File: src/rtl/uart_rx_fifo.sv
// Receive-side FWFT FIFO behind the UART receiver: stores {err, data} per byte, flags occupancy, sticky overrun.
// Optional build macro UART_RX_FIFO_DROP_ERR_EN: discard error bytes and count them in err_cnt instead.
module uart_rx_fifo #(
  parameter int DATA_W = 8,
  parameter int DEPTH  = 8,
  parameter int AF_LVL = 6
) (
  input  logic                     clk,
  input  logic                     rst,
  input  logic [DATA_W-1:0]        rx_data,
  input  logic                     rx_valid,
  input  logic                     rx_err,
  input  logic                     rd_en,
  output logic [DATA_W-1:0]        rd_data,
  output logic                     rd_err,
  output logic                     empty,
  output logic                     full,
  output logic                     almost_full,
  output logic [$clog2(DEPTH):0]   count,
  output logic                     overrun,
  input  logic                     clr_overrun,
  output logic [7:0]               err_cnt
);

  localparam int PTR_W = $clog2(DEPTH);
  localparam int CNT_W = PTR_W + 1;

  logic [DATA_W:0]    r_mem [DEPTH];
  logic [PTR_W-1:0]   r_wr_ptr, r_rd_ptr;
  logic [CNT_W-1:0]   r_count, w_count_nxt;
  logic               r_empty, r_full, r_af, r_overrun;
  logic [DATA_W:0]    r_last;
  logic [DATA_W:0]    w_head;
  logic               w_rd, w_wr, w_drop, w_ovr_set;

`ifdef UART_RX_FIFO_DROP_ERR_EN
  logic [7:0] r_err_cnt;
  assign w_drop = rx_err;
`else
  assign w_drop = 1'b0;
`endif

  // When full, a same-cycle pop frees the slot the write lands in.
  assign w_rd      = rd_en && !r_empty;
  assign w_wr      = rx_valid && !w_drop && (!r_full || w_rd);
  assign w_ovr_set = rx_valid && !w_drop && r_full && !rd_en;

  // NOTE: every signal driven in always_comb gets a default first so no latch is inferred.
  always_comb begin
    w_count_nxt = r_count;
    case ({w_wr, w_rd})
      2'b10:   w_count_nxt = r_count + CNT_W'(1);
      2'b01:   w_count_nxt = r_count - CNT_W'(1);
      default: w_count_nxt = r_count;
    endcase
  end

  // NOTE: the storage array has no reset; contents are only observed behind a valid pointer.
  always_ff @(posedge clk) begin
    if (w_wr) r_mem[r_wr_ptr] <= {rx_err, rx_data};
  end

  // NOTE: sequential state uses non-blocking assignments so all registers update from pre-edge values.
  always_ff @(posedge clk) begin
    if (rst) begin
      r_wr_ptr  <= '0;
      r_rd_ptr  <= '0;
      r_count   <= '0;
      r_empty   <= 1'b1;
      r_full    <= 1'b0;
      r_af      <= 1'b0;
      r_overrun <= 1'b0;
      r_last    <= '0;
    end else begin
      if (w_wr) r_wr_ptr <= r_wr_ptr + PTR_W'(1);
      if (w_rd) begin
        r_rd_ptr <= r_rd_ptr + PTR_W'(1);
        r_last   <= w_head;
      end
      r_count <= w_count_nxt;
      r_empty <= (w_count_nxt == '0);
      r_full  <= (w_count_nxt == CNT_W'(DEPTH));
      r_af    <= (w_count_nxt >= CNT_W'(AF_LVL));
      if (w_ovr_set)        r_overrun <= 1'b1;
      else if (clr_overrun) r_overrun <= 1'b0;
    end
  end

`ifdef UART_RX_FIFO_DROP_ERR_EN
  always_ff @(posedge clk) begin
    if (rst)                                r_err_cnt <= '0;
    else if (rx_valid && rx_err && r_err_cnt != 8'hFF) r_err_cnt <= r_err_cnt + 8'd1;
  end
  assign err_cnt = r_err_cnt;
`else
  assign err_cnt = 8'd0;
`endif

  // Once drained, the outputs keep showing the last entry popped.
  assign w_head      = r_mem[r_rd_ptr];
  assign rd_data     = r_empty ? r_last[DATA_W-1:0] : w_head[DATA_W-1:0];
  assign rd_err      = r_empty ? r_last[DATA_W]     : w_head[DATA_W];
  assign empty       = r_empty;
  assign full        = r_full;
  assign almost_full = r_af;
  assign count       = r_count;
  assign overrun     = r_overrun;

endmodule

File: config.mk
export PLATFORM = sky130hd
export DESIGN_NAME = uart_rx_fifo
export DESIGN_NICKNAME = d
export VERILOG_FILES = /design/src/rtl/uart_rx_fifo.sv
export SDC_FILE = /design/constraint.sdc
export NUM_CORES = 1
export LEC_CHECK = 0
export CORE_ASPECT_RATIO = 1.2
export CORE_UTILIZATION = 55
export DETAILED_ROUTE_END_ITERATION = 16
export GPL_ROUTABILITY_DRIVEN = 0
export PLACE_DENSITY = 0.8
export SYNTH_ARGS = -nofsm -noshare
export SYNTH_HDL_FRONTEND = slang
export SYNTH_SLANG_ARGS = --single-unit
File: constraint.sdc
create_clock -name clk -period 7.8 [get_ports clk]
set_input_delay 1.17 -clock clk [delete_from_list [all_inputs] [get_ports clk]]
set_output_delay 1.17 -clock clk [all_outputs]
set_load 0.005 [all_outputs]
==> impl_metrics.env <==
export IMPL_outcome="finished, final reports clean"
export IMPL_synth_area_mm2=0.00400
export IMPL_relSlewSlack_pct=31.3
export IMPL_h_tree_depth=3
export IMPL_vias_per_cell=5.57
export IMPL_reg2reg_from="empty"
export IMPL_dr_pass1_iters=4
export IMPL_final_cell_mix="edfxtp_1, nor2_1, clkdlybuf4s50_1, dfxtp_1, mux4_2"
export IMPL_rows=33
export IMPL_synthArstFlopShare_pct=0
export IMPL_min_path_type="register to register"
export IMPL_power_density_mw_per_mm2=264
export IMPL_fp_dieH_um=95.4
export IMPL_layout_commonest_cell="edfxtp_1"
export IMPL_worstPathArrival_ps=2670
export IMPL_clock_sinks=98
export IMPL_worstSetupStartpointType="register"
export IMPL_chipWidth_um=79.8
export IMPL_finalHoldViolations=0
export IMPL_drc=0
export IMPL_setup_tns_ps=0
export IMPL_ys_seq_elements=98
export IMPL_wl_per_cell_um=18.8
export IMPL_core_mm2=0.00694
export IMPL_synthXorXnorAreaFrac_pct=1.53
export IMPL_ctsResizeCount=0
export IMPL_fin_cells=370
export IMPL_yosys_area_share_simple_pct=7.67
export IMPL_die_area_mm2=0.00762
export IMPL_synth_compound_area_share_pct=1.85
export IMPL_cap_violations=0
export IMPL_area_growth_synth_to_final_pct=13.6
export IMPL_ioPinCount=39
export IMPL_multi_input_area_mm2=0.00122
export IMPL_ys_warn_count=0
export IMPL_grt_pass1_wl_mm=10.7
export IMPL_cp_max_fo=18
export IMPL_cts_buffers=9
export IMPL_cts_tree="yes"
export IMPL_grt_use_total_pct=20.4
export IMPL_min_path_cells=2
export IMPL_fmax_mhz=261
export IMPL_endpoint="rd_data[1]"
export IMPL_yosysSeqAreaShare_pct=67.1
export IMPL_synth_cell_type_count=34
export IMPL_post_cts_setup_buffer_count=0
export IMPL_setup_violations=0
export IMPL_rrSetupSlack_ps=4750
export IMPL_tightest_slew_ps=1030
export IMPL_worstPathRequired_ps=6630
export IMPL_fin_crit_sh_pct=49.2
export IMPL_drive_gt1_share_pct=17.7
export IMPL_vdd_ir_drop_worst_mv=0.130
export IMPL_synthFlopType="edfxtp_1"
export IMPL_start_util_pct=57.6
export IMPL_grt_setup_unrepaired="no"
export IMPL_grt_pass1_vias=2029
export IMPL_antenna_left=0
export IMPL_synth_edf_count=72
export IMPL_io_buffers=30
export IMPL_clockBufferDepth=2
export IMPL_drt_iter0_markers=134
export IMPL_timing_reg2reg_worst_path_depth=10
export IMPL_fill_cells=479
export IMPL_leakage_uw=0.00156
export IMPL_drv_slew=0
export IMPL_clk_pin_slew_ps=100
export IMPL_postCtsHoldBufs=0
export IMPL_syn_area_per_cell_um2=16.2
export IMPL_grt_remaining_overflow=0
export IMPL_clock_latency_ps=370
export IMPL_synth_top_family_by_area="multiplexers"
export IMPL_place_hpwl_mm=4.51
export IMPL_skew_ps=7.67
export IMPL_syn_inst=247
export IMPL_crit_path_end_kind="output pin"
export IMPL_min_period_ps=3840
export IMPL_cts_root_buf="clkbuf_8"
export IMPL_hold_worst_slack_ps=480
export IMPL_reg2reg_to="full"
export IMPL_synthMuxAreaShare_pct=16.9
export IMPL_synthAdderAreaFrac_pct=1.56
export IMPL_dp_cells=354
export IMPL_antennaDiodeCount=0
export IMPL_path_class="register to output pin"
export IMPL_ff_latch_area_mm2=0.00268
export IMPL_total_power_uw=1200
export IMPL_grt_max_degree=25
export IMPL_vias=2060
export IMPL_wl_mm=6.95
export IMPL_antenna_found_initial=0
export IMPL_nets=297
cell usage after synthesis (2+ instances only):
master | number | area share [%]
a21oi_1 | 6 | 0.75
buf_4 | 8 | 1.5
clkbuf_1 | 6 | 0.56
dfxtp_1 | 26 | 13
edfxtp_1 | 72 | 54
ha_1 | 5 | 1.6
inv_1 | 3 | 0.28
mux2_2 | 10 | 2.8
mux2_4 | 8 | 3.0
mux4_1 | 7 | 4.6
mux4_2 | 11 | 6.2
nand2_1 | 9 | 0.84
nand2b_1 | 7 | 1.1
nor2_1 | 31 | 2.9
nor2b_1 | 3 | 0.47
nor3_1 | 11 | 1.4
o22ai_1 | 2 | 0.31
xnor2_1 | 3 | 0.66
xor2_1 | 4 | 0.88
sequential cells by signal (all words and copies together), names as in the netlist, 3 cells and up, named ones only:
name / count
r_mem: 72
r_last: 9
r_rd_ptr: 3
count: 4
r_wr_ptr: 3
power breakdown:
| part | switching, µW | internal (µW) |
|---|---|---|
| clock | 191 | 158 |
| combinational | 94.9 | 140 |
| sequential | 26.7 | 591 |
metrics by stage:
stage               area (µm²)  utilization, %  setup WS, ps
floorplan                 4030               -          4720
global placement          4330            62.4          3900
detailed placement        4330            62.4          3720
CTS                       4540            65.5          3920
global route              4540            65.5          3820
finish                    4540            65.5          3960
worst min path at each step:
stage	start	to
after floorplan	r_rd_ptr[1]	register
after global placement	overrun	overrun
after detailed placement	overrun	overrun
after CTS	overrun	overrun
after global routing	r_last[2]	r_last[2]
final	overrun	overrun
kinds of logic after synthesis:
logic type      Yosys count
flops                    98
simple gates             66
mux                      37
buf+inv                  21
compound gates           12
xor+xnor                  7
fa+ha+maj                 5
other cells               1
worst max-delay path, cell delays in order, from the launching register on:
cell and delay (ps):
dfxtp_1 870, mux4_1 430, mux2_4 300, mux2_2 260, clkdlybuf4s50_1 440
layer usage:
layer  global-route usage, %  share of wire, %
met2                    33.3                51
met5                       0                 0
met1                    25.9                44
met4                    10.1               1.9
met3                    4.69               3.3
area by class of cell:
class | count | area share [%]
Tap cell | 87 | 2.40
Timing Repair Buffer | 31 | 6.77
Sequential cell | 98 | 59.0
Clock buffer | 9 | 2.73
Inverter | 3 | 0.248
Multi-Input combinational cell | 135 | 26.8
Clock inverter | 7 | 2.01
Power figures use the tool's default switching activity.
